<file path="config.mk">
export PLATFORM = sky130hd
export DESIGN_NAME = display_capture
export DESIGN_NICKNAME = d
export VERILOG_FILES = /design/src/rtl/display_capture.sv
export SDC_FILE = /design/constraint.sdc
export NUM_CORES = 1
export LEC_CHECK = 0
export ABC_AREA = 0
export BUFFER_PORTS_ARGS = -buffer_cell sky130_fd_sc_hd__buf_2
export CORE_AREA = 2 2 154 111
export DETAILED_ROUTE_END_ITERATION = 16
export DIE_AREA = 0 0 156 113
export PLACE_DENSITY = 0.47
export SYNTH_ARGS = -nofsm -noshare
export SYNTH_HDL_FRONTEND = slang
export SYNTH_SLANG_ARGS = --single-unit
</file>
<file path="constraint.sdc">
create_clock -name clock -period 4.2 [get_ports clock]
set_input_delay 0.42 -clock clock [delete_from_list [all_inputs] [get_ports clock]]
set_output_delay 0.42 -clock clock [all_outputs]
set_load 0.02 [all_outputs]
</file>
<file path="src/rtl/display_capture.sv">
// display_capture: receive-side decoder for a multiplexed 8-digit seven-segment bus.
//
// Samples the active-low one-hot digit strobe and its nibble every clock, assembles the
// eight nibbles into a 32-bit value and publishes it with a one-cycle frame strobe once
// every digit has been seen. Malformed strobes and a stalled scan are flagged.
//
// Ports:
//   clock        in   system clock, rising edge
//   reset        in   asynchronous active-low reset
//   digit_select in   [7:0] active-low digit strobe, bit i low selects digit i
//   binary_out   in   [3:0] nibble for the strobed digit
//   clear_err    in   synchronous clear for select_error
//   count        out  [31:0] last complete value, digit i at [4i+3:4i]
//   frame_valid  out  one-cycle pulse when count is reloaded
//   changed      out  one-cycle pulse with frame_valid when the value differs
//   seen         out  [7:0] digits captured in the current incomplete frame
//   select_error out  sticky: a strobe with two or more low bits was sampled
//   stale        out  no valid strobe for TIMEOUT cycles
module display_capture #(
    parameter int unsigned TIMEOUT = 256
) (
    input  logic        clock,
    input  logic        reset,
    input  logic [7:0]  digit_select,
    input  logic [3:0]  binary_out,
    input  logic        clear_err,
    output logic [31:0] count,
    output logic        frame_valid,
    output logic        changed,
    output logic [7:0]  seen,
    output logic        select_error,
    output logic        stale
);

    localparam logic [15:0] TimeoutVal = 16'(TIMEOUT);

    logic [7:0]  strobe;
    logic        is_idle;
    logic        is_valid;
    logic        is_error;

    logic [31:0] shadow_q, shadow_d;
    logic [31:0] count_q, count_d;
    logic [7:0]  seen_q, seen_d;
    logic [15:0] idle_q, idle_d;
    logic        frame_valid_q, frame_valid_d;
    logic        changed_q, changed_d;
    logic        error_q, error_d;
    logic        stale_q, stale_d;

    // Active-high view of the strobe; a power of two means exactly one digit selected.
    assign strobe   = ~digit_select;
    assign is_idle  = (strobe == 8'h00);
    assign is_valid = !is_idle && ((strobe & (strobe - 8'd1)) == 8'h00);
    assign is_error = !is_idle && !is_valid;

    always_comb begin
        shadow_d      = shadow_q;
        count_d       = count_q;
        seen_d        = seen_q;
        idle_d        = idle_q;
        frame_valid_d = 1'b0;
        changed_d     = 1'b0;
        error_d       = error_q;
        stale_d       = stale_q;

        if (is_valid) begin
            for (int i = 0; i < 8; i++) begin
                if (strobe[i]) begin
                    shadow_d[4*i +: 4] = binary_out;
                end
            end
            idle_d  = 16'd0;
            stale_d = 1'b0;
            // Completion uses shadow_d so this cycle's nibble is part of the frame.
            if ((seen_q | strobe) == 8'hFF) begin
                count_d       = shadow_d;
                frame_valid_d = 1'b1;
                changed_d     = (shadow_d != count_q);
                seen_d        = 8'h00;
            end else begin
                seen_d = seen_q | strobe;
            end
        end else begin
            if (idle_q != TimeoutVal) begin
                idle_d = idle_q + 16'd1;
            end
            if (is_error) begin
                seen_d = 8'h00;
            end
            // Stale rises on the edge the counter lands on TIMEOUT and holds while saturated.
            if (idle_d == TimeoutVal) begin
                stale_d = 1'b1;
                seen_d  = 8'h00;
            end
        end

        // An error sample wins over a simultaneous clear.
        if (is_error) begin
            error_d = 1'b1;
        end else if (clear_err) begin
            error_d = 1'b0;
        end
    end

    always_ff @(posedge clock or negedge reset) begin
        if (!reset) begin
            shadow_q      <= 32'h0;
            count_q       <= 32'h0;
            seen_q        <= 8'h00;
            idle_q        <= 16'd0;
            frame_valid_q <= 1'b0;
            changed_q     <= 1'b0;
            error_q       <= 1'b0;
            stale_q       <= 1'b0;
        end else begin
            shadow_q      <= shadow_d;
            count_q       <= count_d;
            seen_q        <= seen_d;
            idle_q        <= idle_d;
            frame_valid_q <= frame_valid_d;
            changed_q     <= changed_d;
            error_q       <= error_d;
            stale_q       <= stale_d;
        end
    end

    assign count        = count_q;
    assign frame_valid  = frame_valid_q;
    assign changed      = changed_q;
    assign seen         = seen_q;
    assign select_error = error_q;
    assign stale        = stale_q;

endmodule

</file>
==> key figures, run 1 <==
Floorplanning
  • IO Count: roughly 60
  • Die area: 0.0176 mm²
  • Core Region: 0.0161 mm²
  • Initial Util: between 20% and 30%
  • Chip Width: about 160 µm
  • Row cnt: 39
  • Die Ht: 113 µm

Finish
  • Sequential Area: approximately 0.0023 mm²
  • Layout cells sized above 1: between 20% and 30%
  • Nets: roughly 510
  • Filler cells: about 1600
  • Multi-input logic area: about 0.0022 mm²
  • Commonest non-fill, non-tap cell in the layout: dfrtp_1
  • Most frequent cells in the layout: dfrtp_1 (92), buf_2 (57), nor2_1 (49)
  • Area Overhead vs Synth: 15.6%

Detailed routing
  • DRT Wirelength: ~12000 µm
  • Final ANT Viol Nets: 0
  • Total number of vias: between 3000 and 4000
  • Via density: 4.82
  • Met3 WL: roughly 420 µm
  • Drt first pass iters: 4
  • WL met2: 4830 µm
  • DRT met1 WL: approximately 6500 µm
  • Top routing layer in use: met4
  • DRC viols: 0
  • Routed len/inst: 16.8 µm
  • Iteration-0 DRC Markers: 286

Synth
  • Synthesized net count: 466
  • Top FF cell, synth: dfrtp_1
  • Syn Inst Count: around 450
  • Post-synth ARST share: between 90% and 100%
  • Synth warn: 0
  • Synth Cell Area: 0.00473 mm²
  • Seq/Total Area, Yosys: approximately half
  • Mean Syn Cell Area: 10.5 µm²
  • Count of flip-flops with a built-in enable after synthesis: 0
  • Unique masters post-synth: between 40 and 50
  • Synth Register Bits: between 90 and 100

Timing
  • Clk_skew: slightly above 0.009 ns
  • Setup TNS: 0 ns
  • Slew @ Worst Pin: 1.07 ns
  • Hold violation count in the final report: 0
  • Max Clk Rate: approximately 400 MHz
  • RSZ-0062 raised after global routing: false
  • Setup Viol. Count Final: 0
  • Rel. slew slack: between 20% and 30%
  • Max Slew Vio Count: 0
  • Fin crit period: 2.53 ns
  • Final Worst Setup Slack: about 1.7 ns
  • Final critical-path share of the clock period: between 60% and 70%

CTS
  • Clock buffer depth: 2
  • CTS tree: done
  • Sink Count: 92
  • Clk pin slew, worst setup/hold paths: approximately 0.070 ns
  • Root buf cell: clkbuf_16
  • Hold_buf cts: 0
  • H-tree depth: 3
  • Post-CTS Setup Inserts: 0
  • Post-cts repair resize count: 0
  • Clk_lat worst skew: 0.34 ns
  • CTS buffer count: 9

Global route
  • Vias in the first global route: about 3300
  • Number of antenna violations at the first check in global routing: 1
  • First-pass GRT wire length: between 15000 and 20000 µm
  • Total grt overflow: 0
  • GRT Total Usage: 14.2%
  • Largest net degree at the start of global routing: 67

Status
  • Status: complete, no violations

Critical path
  • R2r worst-path depth: 7
  • Worst Setup End Kind: flop
  • Crit Path Max Fanout: 8
  • Worst EP arrival: between 2 and 3 ns
  • Slowest CP cell: dfrtp_1
  • Crit-path cells: ha_1 > nand4_1 > nor4_1 > xnor2_1 > o211ai_1 > o31ai_4 > o21ai_0
  • Crit-path max cell delay: 0.46 ns
  • Crit. path cell count: 7
  • CP Launch Type: flop
  • Critical path class: flop to flop
  • Crit path required time: between 4 and 5 ns
  • Largest delay contributor family on the critical path: compound AO/OA/AOI/OAI gates
  • WP buf/inv: 0

Placed design
  • Detail Placement HPWL: roughly 9000 µm
  • IO buf count: 58
  • Pre-CTS WS: 1.49 ns
  • GPL Wtd Cong: 0.789

Run
  • MaxCap Viol Count: 0

Power and ir drop
  • PwrDens: approximately 430 mW/mm²
  • Max VDD drop: ~250 µV
  • Leakage: approximately 2.5 nW

Hold path
  • Worst min path class: primary input to asynchronous set/reset pin
[worst paths after layout]
| path | from | endpoint | slack [ns] |
|---|---|---|---|
| setup / recovery | idle_q[1] | seen[3] | 1.67 |
| hold / removal | reset | idle_q[15] | 0.14 |
| setup reg to reg | idle_q[1] | seen[3] | 1.67 |
| hold reg to reg | shadow_q[30] | shadow_q[30] | 0.51 |
| max in group asynchronous | reset | shadow_q[23] | 3.07 |
| min in group clock | clear_err | select_error | 0.39 |
[where the power goes]
group	internal [mW]	total, mW	switching (mW)
combinational	0.180	0.415	0.235
clock	0.467	0.834	0.367
sequential	0.982	1.09	0.108
total	1.63	2.34	0.710
[stage by stage]
step	utilization, %	area [µm²]	instances	power (mW)	hold slack [ns]
6_report	34.1	5470	705	2.34	0.139
5_1_grt	34.0	5470	704	2.47	0.196
4_1_cts	34.0	5470	704	2.36	0.177
3_5_place_dp	32.2	5160	688	1.52	0.496
3_3_place_gp	32.2	5160	688	1.52	0.488
2_1_floorplan	-	4730	449	1.39	0.124
[flip-flops by register name, summed over array words and instances, names as in the netlist]
signal,cells
shadow_q,32
idle_q,16
select_error,1
frame_valid,1
count,32
seen,8
changed,1
stale,1
[cells by family (layout without fill, tap and decap cells)]
family                   Yosys count  after routing  share of synthesized area, %
multiplexers                      65             65                          14.6
AO/OA/AOI/OAI                     72             72                          9.07
AND/OR/NAND/NOR                  121            121                          13.3
buffers and inverters             48             98                          4.71
adder cells (fa/ha/maj)            3              3                         0.741
flip-flops                        92             92                          48.7
other                              0              1                             0
XOR/XNOR                          48             48                          8.89
[synthesized netlist by cell type, types with 2 or more instances]
master / instances / area (µm²)
nor2b_1: 3 / 18.8
nand2_1: 6 / 22.5
nor2_1: 49 / 184
buf_2: 15 / 75.1
xnor2_1: 42 / 368
mux2_2: 32 / 360
nand3_1: 8 / 40.0
and2_1: 3 / 18.8
and4_1: 2 / 17.5
buf_4: 4 / 30.0
o21ai_0: 20 / 100
a21oi_1: 34 / 170
clkbuf_1: 6 / 22.5
o211ai_1: 2 / 15.0
nor4_1: 16 / 100
nand4_1: 10 / 62.6
mux2i_1: 33 / 330
inv_1: 21 / 78.8
or3_1: 2 / 12.5
a211oi_1: 2 / 15.0
ha_1: 2 / 25.0
nor4b_1: 2 / 17.5
a21oi_2: 3 / 26.3
a221o_1: 2 / 20.0
nor3_1: 7 / 35.0
xor2_1: 6 / 52.6
o22ai_1: 4 / 25.0
and3_1: 3 / 18.8
dfrtp_1: 92 / 2300
and2_4: 2 / 17.5
[cell type report]
class / count / share of cell area, %
flip-flops and latches: 92 / 42.1
clock inverters: 6 / 1.30
repair buffers: 61 / 5.77
well taps: 205 / 4.69
inverters: 21 / 1.44
clock buffers: 10 / 4.19
multi-input cells: 309 / 40.5
diodes: 1 / 0.0458
[per-layer routing]
layer | track usage [%] | up-vias
li1 | - | 1662
met1 | 22.4 | 1671
met2 | 19.2 | 60
met3 | 3.26 | 8
met4 | 3.67 | 0
met5 | 0 | -
No activity file was read; power rests on OpenSTA's default activity.
==> run 2: changes to the inputs <==
--- a/config.mk
+++ b/config.mk
@@ -10,7 +10,7 @@
 export CORE_AREA = 2 2 154 111
 export DETAILED_ROUTE_END_ITERATION = 16
 export DIE_AREA = 0 0 156 113
-export PLACE_DENSITY = 0.47
+export PLACE_DENSITY = 0.49
 export SYNTH_ARGS = -nofsm -noshare
 export SYNTH_HDL_FRONTEND = slang
 export SYNTH_SLANG_ARGS = --single-unit
==> constraint.sdc (replaced) <==
create_clock -name clock -period 2 [get_ports clock]
set_input_delay 0.2 -clock clock [delete_from_list [all_inputs] [get_ports clock]]
set_output_delay 0.2 -clock clock [all_outputs]
set_load 0.02 [all_outputs]
==> run 2 against run 1 <==
The flow now finishes with violations (setup timing). Power up 130%. Clock power up 120%. Fmax up 23%. Design area up 12%. Largest power group unchanged. Wire length up 10%.
==> key figures, run 2 (synthesis results as in run 1) <==
CTS
  • Clk pin slew, worst setup/hold paths: 0.07 ns (about the same)
  • Clock buffer depth: 2 (unchanged)
  • Sink Count: 92 (unchanged)
  • Clk_lat worst skew: 0.34 ns (about the same)
  • CTS buffer count: 9 (unchanged)
  • CTS tree: done
  • Root buf cell: clkbuf_16
  • H-tree depth: 3 (unchanged)

Timing
  • Setup Viol. Count Final: 9 (+9)
  • Clk_skew: 0.00868 ns (-0.000632 ns)
  • Setup TNS: -0.515 ns (-0.515 ns)
  • Slew @ Worst Pin: 0.476 ns (-0.589 ns)
  • Max Clk Rate: 484 MHz (+23%)
  • WHS: 0.155 ns (+0.0152 ns)
  • Hold violation count in the final report: 0 (unchanged)
  • Final critical-path share of the clock period: 103% (+43 points)
  • RSZ-0062 raised after global routing: true
  • Max Slew Vio Count: 0 (unchanged)
  • Rel. slew slack: 68.0% (+40 points)
  • Fin crit period: 2.07 ns (-0.467 ns)
  • Final Worst Setup Slack: -0.0651 ns (-1.73 ns)

Floorplanning
  • IO Count: 59 (unchanged)
  • Initial Util: 29.5% (unchanged)
  • Core Region: 0.0161 mm² (unchanged)
  • Die Ht: 113 µm (unchanged)
  • Row cnt: 39 (unchanged)
  • Chip Width: 156 µm (unchanged)
  • Die area: 0.0176 mm² (unchanged)

Detailed routing
  • Final ANT Viol Nets: 0 (unchanged)
  • Iteration-0 DRC Markers: 170 (-41%)
  • Drt first pass iters: 4 (unchanged)
  • Total number of vias: 3751 (+10%)
  • DRT Wirelength: 13100 µm (+10%)
  • Via density: 4.85 (+0.59%)
  • DRC viols: 0 (unchanged)
  • Routed len/inst: 16.9 µm (+0.67%)

Run
  • MaxCap Viol Count: 0 (unchanged)

Global route
  • Number of antenna violations at the first check in global routing: 1 (unchanged)
  • Largest net degree at the start of global routing: 67 (unchanged)
  • Total grt overflow: 0 (unchanged)
  • Vias in the first global route: 3653 (+9.4%)
  • First-pass GRT wire length: 20100 µm (+4.8%)
  • GRT Total Usage: 14.9% (+0.67 points)

Critical path
  • Slowest CP cell: dfrtp_2
  • Critical path class: flop to flop
  • Largest delay contributor family on the critical path: compound AO/OA/AOI/OAI gates
  • Crit-path cells: inv_1 > ha_1 > nor4b_4 > and4_4 > nor3_1 > a221o_1 > o31ai_4 > buf_6 > o21ai_1
  • WP buf/inv: 2 (+2)
  • Worst EP arrival: 2.29 ns (-0.45 ns)
  • Crit path required time: 2.22 ns (-2.19 ns)
  • Crit Path Max Fanout: 8 (unchanged)
  • CP Launch Type: flop
  • Worst Setup End Kind: flop
  • Crit-path max cell delay: 0.44 ns (-0.02 ns)

Finish
  • Layout Cells excl Fill: 773 (+9.6%)
  • Layout cells sized above 1: 35.9% (+12 points)
  • Area Overhead vs Synth: 29.9%
  • Nets: 581 (+14%)
  • Post-layout util: 38.3% (+4.2 points)
  • N_diodes: 0 (-1)
  • Commonest non-fill, non-tap cell in the layout: dfrtp_1
  • Most frequent cells in the layout: dfrtp_1 (90), buf_4 (68), buf_2 (57)

Status
  • Failing checks: setup timing
  • Status: finished, violations left

Placed design
  • IO buf count: 58 (unchanged)
  • Detail Placement HPWL: 9520 µm (+7.8%)
  • # placed instances: 749 (+8.9%)
  • GPL Wtd Cong: 0.832 (+5.5%)

Hold path
  • Worst min path class: primary input to flop

Power and ir drop
  • Leakage: 2.88 nW (+15%)
  • Max VDD drop: 339 µV (+35%)
  • PwrDens: 879 mW/mm² (+110%)
## run 2: cell types whose count changed in the layout (fill, tap and decap cells not counted), sizes merged
cell / previous run / this run
buf: 61 / 129
dlygate4sd3: 0 / 1
bufinv: 1 / 2
diode: 1 / 0
clkinvlp: 2 / 1
## run 2: report_power, final
group | internal [mW] | total [mW] | switching (mW)
Sequential | 2.07 | 2.26 | 0.187
Clock | 1.10 | 1.86 | 0.753
Combinational | 0.642 | 1.29 | 0.649
Total | 3.81 | 5.40 | 1.59
## run 2: layout make-up
class,instances,area [µm²]
fill,1582,9910
sequential,92,2300
clock buffer,9,225
inverter,21,78.8
timing repair buffer,131,893
clock inverter,6,96.3
multi-input combinational,309,2290
tap,205,256
## run 2: metal layers
layer	vias to the layer above	track usage [%]	wire, µm
met5	-	0	7
met4	2	4.77	71
met2	69	21.4	5600
met1	1874	22.2	6800
li1	1800	-	-
met3	6	3.18	601
## run 2: path summary, 6_finish.rpt
path,from,end,slack (ns),cells after the start
min,clear_err,select_error,0.15,3
min in group asynchronous,reset,idle_q[5],0.35,2
max reg2reg,idle_q[1],seen[4],-0.07,9
min reg2reg,shadow_q[21],shadow_q[21],0.51,1
max,idle_q[1],seen[4],-0.07,9
max in group asynchronous,reset,shadow_q[20],0.93,3
## run 2: repair_timing
action	in CTS	in global routing
pin swaps	8	8
buffers inserted	3	3
gates cloned	0	2
hold endpoints to repair	29	0
hold buffers	1	0
resized for setup	17	9
setup endpoints to repair	9	42
## run 2: per-stage QoR
step                      area (µm²)  total power, mW  setup WS [ns]
final                           6150             5.40        -0.0651
after global routing            6150             5.69         -0.198
after CTS                       6060             5.44        -0.0635
after detailed placement        5660             3.50         -0.142
after global placement          5660             3.49         -0.121
after floorplan                 4750             2.93         0.0134
## run 2: tightest hold or removal path: cells and delay by family
family	cells	cell delay (ns)
buffers and inverters	2	0.13
AOI/OAI and AO/OA	1	0.12
==> run 3: changes to the inputs <==
--- a/config.mk
+++ b/config.mk
@@ -10,7 +10,9 @@
 export CORE_AREA = 2 2 154 111
 export DETAILED_ROUTE_END_ITERATION = 16
 export DIE_AREA = 0 0 156 113
+export GPL_TIMING_DRIVEN = 0
 export PLACE_DENSITY = 0.49
+export REMOVE_ABC_BUFFERS = 1
 export SYNTH_ARGS = -nofsm -noshare
 export SYNTH_HDL_FRONTEND = slang
 export SYNTH_SLANG_ARGS = --single-unit
==> constraint.sdc (replaced) <==
create_clock -name clock -period 1.77 [get_ports clock]
set_input_delay 0.177 -clock clock [delete_from_list [all_inputs] [get_ports clock]]
set_output_delay 0.177 -clock clock [all_outputs]
set_load 0.02 [all_outputs]
==> run 3 against run 2 <==
The run still ends with setup timing left. Fmax fell by 3.1%. Power rose by 7.2%. Count of clock-buffer cells in the layout rose by 2. Critical path depth did not move. Worst setup slack got worse by 0.30 ns. Cell count fell by 1.8%. Clock skew fell by 0.0024 ns. Largest power group unchanged.
==> key figures, run 3 (synthesis results as in run 1) <==
CTS
  • H-tree depth: 3 (unchanged)
  • Sink Count: 92 (unchanged)
  • CTS buffer count: 9 (unchanged)
  • Clk pin slew, worst setup/hold paths: 0.07 ns (about the same)
  • CTS tree: done
  • Clock buffer depth: 2 (unchanged)
  • Root buf cell: clkbuf_16
  • Clk_lat worst skew: 0.35 ns (about the same)

Status
  • Failing checks: setup timing
  • Status: finished, violations left

Placed design
  • Detail Placement HPWL: 8520 µm (-11%)
  • GPL Wtd Cong: 0.822 (-1.3%)
  • # placed instances: 689 (-8.0%)
  • IO buf count: 58 (unchanged)
  • Dpl cell area: 0.00522 mm² (-7.8%)
  • Pre-CTS WS: -1.24 ns (-1.10 ns)

Floorplanning
  • Row cnt: 39 (unchanged)
  • Die Ht: 113 µm (unchanged)
  • Chip Width: 156 µm (unchanged)
  • Core Region: 0.0161 mm² (unchanged)
  • Initial Util: 29.5% (unchanged)
  • IO Count: 59 (unchanged)
  • Die area: 0.0176 mm² (unchanged)

Power and ir drop
  • Switching part of the total power: 31.2% (+1.8 points)
  • PwrDens: 885 mW/mm² (+0.62%)
  • Power share of the clock group: 31.6% (-2.8 points)
  • Sw Pwr: 1.81 mW (+14%)
  • Power consumption: 5.79 mW (+7.2%)
  • Max VDD drop: 447 µV (+32%)
  • Flop pwr share: 45.3% (+3.6 points)
  • Combinational Power Share: 23.1% (-0.8 points)
  • Pint: 3.99 mW (+4.5%)
  • Leakage: 2.93 nW (+1.4%)

Global route
  • Number of antenna violations at the first check in global routing: 0 (-1)
  • Met1 GRT Util: 23.1% (+0.92 points)
  • GRT Total Usage: 16.0% (+1.1 points)
  • GR peak layer: met2
  • Largest net degree at the start of global routing: 60 (-10%)
  • Grt met2 use: 24.0% (+2.5 points)
  • Global Route met3 Usage: 3.98% (+0.80 points)
  • First-pass GRT wire length: 21500 µm (+7.2%)
  • Vias in the first global route: 3850 (+5.4%)
  • Total grt overflow: 0 (unchanged)

Finish
  • Area Overhead vs Synth: 38.5%
  • Most frequent cells in the layout: dfrtp_1 (83), buf_2 (55), xnor2_1 (42)
  • Post-route design area: 0.00655 mm² (+6.6%)
  • Layout cells sized above 1: 47.3% (+11 points)
  • Post-layout util: 40.8% (+2.5 points)
  • Commonest non-fill, non-tap cell in the layout: dfrtp_1
  • N_diodes: 0 (unchanged)
  • Nets: 566 (-2.6%)
  • Layout Cells excl Fill: 759 (-1.8%)

Critical path
  • R2r worst-path depth: 9 (unchanged)
  • FF-to-FF End: seen[6]
  • Reg2Reg Launch Point: idle_q[0]
  • R2r setup slk: -0.36 ns (-0.30 ns)
  • Critical path class: flop to flop
  • Crit path required time: 2.00 ns (-0.22 ns)
  • Crit Path Max Fanout: 8 (unchanged)
  • CP Launch Type: flop
  • Worst Setup End Kind: flop
  • Crit-path max cell delay: 0.44 ns (about the same)
  • Worst EP arrival: 2.36 ns (+0.07 ns)
  • Crit-path cells: inv_2 > ha_2 > nor4b_4 > and4_4 > nor3_1 > a221o_1 > o31ai_4 > buf_6 > o21ai_1
  • Slowest CP cell: dfrtp_2

Timing
  • Max Slew Vio Count: 0 (unchanged)
  • Hold violation count in the final report: 0 (unchanged)
  • RSZ-0062 raised after global routing: true
  • Fin crit period: 2.13 ns (+0.0653 ns)
  • Final Worst Setup Slack: -0.360 ns (-0.295 ns)
  • Slew @ Worst Pin: 1.10 ns (+0.621 ns)
  • Final critical-path share of the clock period: 120% (+17 points)
  • Setup TNS: -6.24 ns (-5.73 ns)
  • WHS: 0.143 ns (-0.0118 ns)
  • Max Clk Rate: 469 MHz (-3.1%)
  • Clk_skew: 0.00633 ns (-0.00235 ns)
  • Setup Viol. Count Final: 39 (+30)
  • Rel. slew slack: 26.2% (-42 points)

Hold path
  • Worst min path class: primary input to flop
  • Hold path start: clear_err
  • Hold path cells: 3 (unchanged)
  • Hold Crit Endpoint: select_error

Detailed routing
  • Iteration-0 DRC Markers: 229 (+35%)
  • Via density: 4.95 (+2.0%)
  • Final ANT Viol Nets: 0 (unchanged)
  • DRT Wirelength: 13500 µm (+3.5%)
  • Total number of vias: 3755 (+0.11%)
  • DRC viols: 0 (unchanged)
  • Routed len/inst: 17.8 µm (+5.5%)
  • Drt first pass iters: 4 (unchanged)

Run
  • MaxCap Viol Count: 0 (unchanged)
run 3: area by class of cell:
class | count | area, µm²
flip-flops and latches | 92 | 2310
fillers | 1549 | 9510
repair buffers | 115 | 961
multi-input cells | 310 | 2660
well taps | 205 | 256
clock buffers | 11 | 243
clock inverters | 5 | 35.0
inverters | 21 | 78.8
run 3: worst max-delay path by stage:
stage                          from     endpoint  slack, ns  depth (start not counted)
floorplan                   seen[4]    count[14]      -1.82                          5
global placement    digit_select[3]    count[27]      -2.97                          6
detailed placement  digit_select[3]  shadow_q[3]      -1.24                          7
CTS                       idle_q[2]        stale      -0.31                          7
global route              idle_q[7]      seen[5]      -0.45                          8
finish                    idle_q[0]      seen[6]      -0.36                          9
run 3: what timing repair did:
action | CTS | global route
hold buffers | 1 | 0
gates cloned | 6 | 2
pin swaps | 19 | 5
setup buffers | 42 | 9
gates resized for setup | 106 | 53
setup endpoints to repair | 70 | 62
endpoints found under the hold margin | 33 | 0
run 3: power by group through the flow:
stage	sequential [mW]	combinational [mW]	clock, mW
2_1_floorplan	2.57	0.671	0
3_3_place_gp	2.61	0.948	0
3_5_place_dp	2.62	0.973	0
4_1_cts	2.59	1.26	1.90
5_1_grt	2.66	1.48	1.98
6_report	2.62	1.34	1.83
run 3: layer usage:
layer,vias up,routed length (µm)
met3,11,520
li1,1776,-
met5,-,0
met1,1908,6850
met4,0,154
met2,60,6010
run 3: critical path, delay by kind of cell (launching register included):
family / cells / cell delay [ns]
AOI/OAI and AO/OA: 3 / 0.63
and+or+nand+nor: 3 / 0.51
DFF: 1 / 0.44
buffers and inverters: 2 / 0.25
adders and majority gates: 1 / 0.17
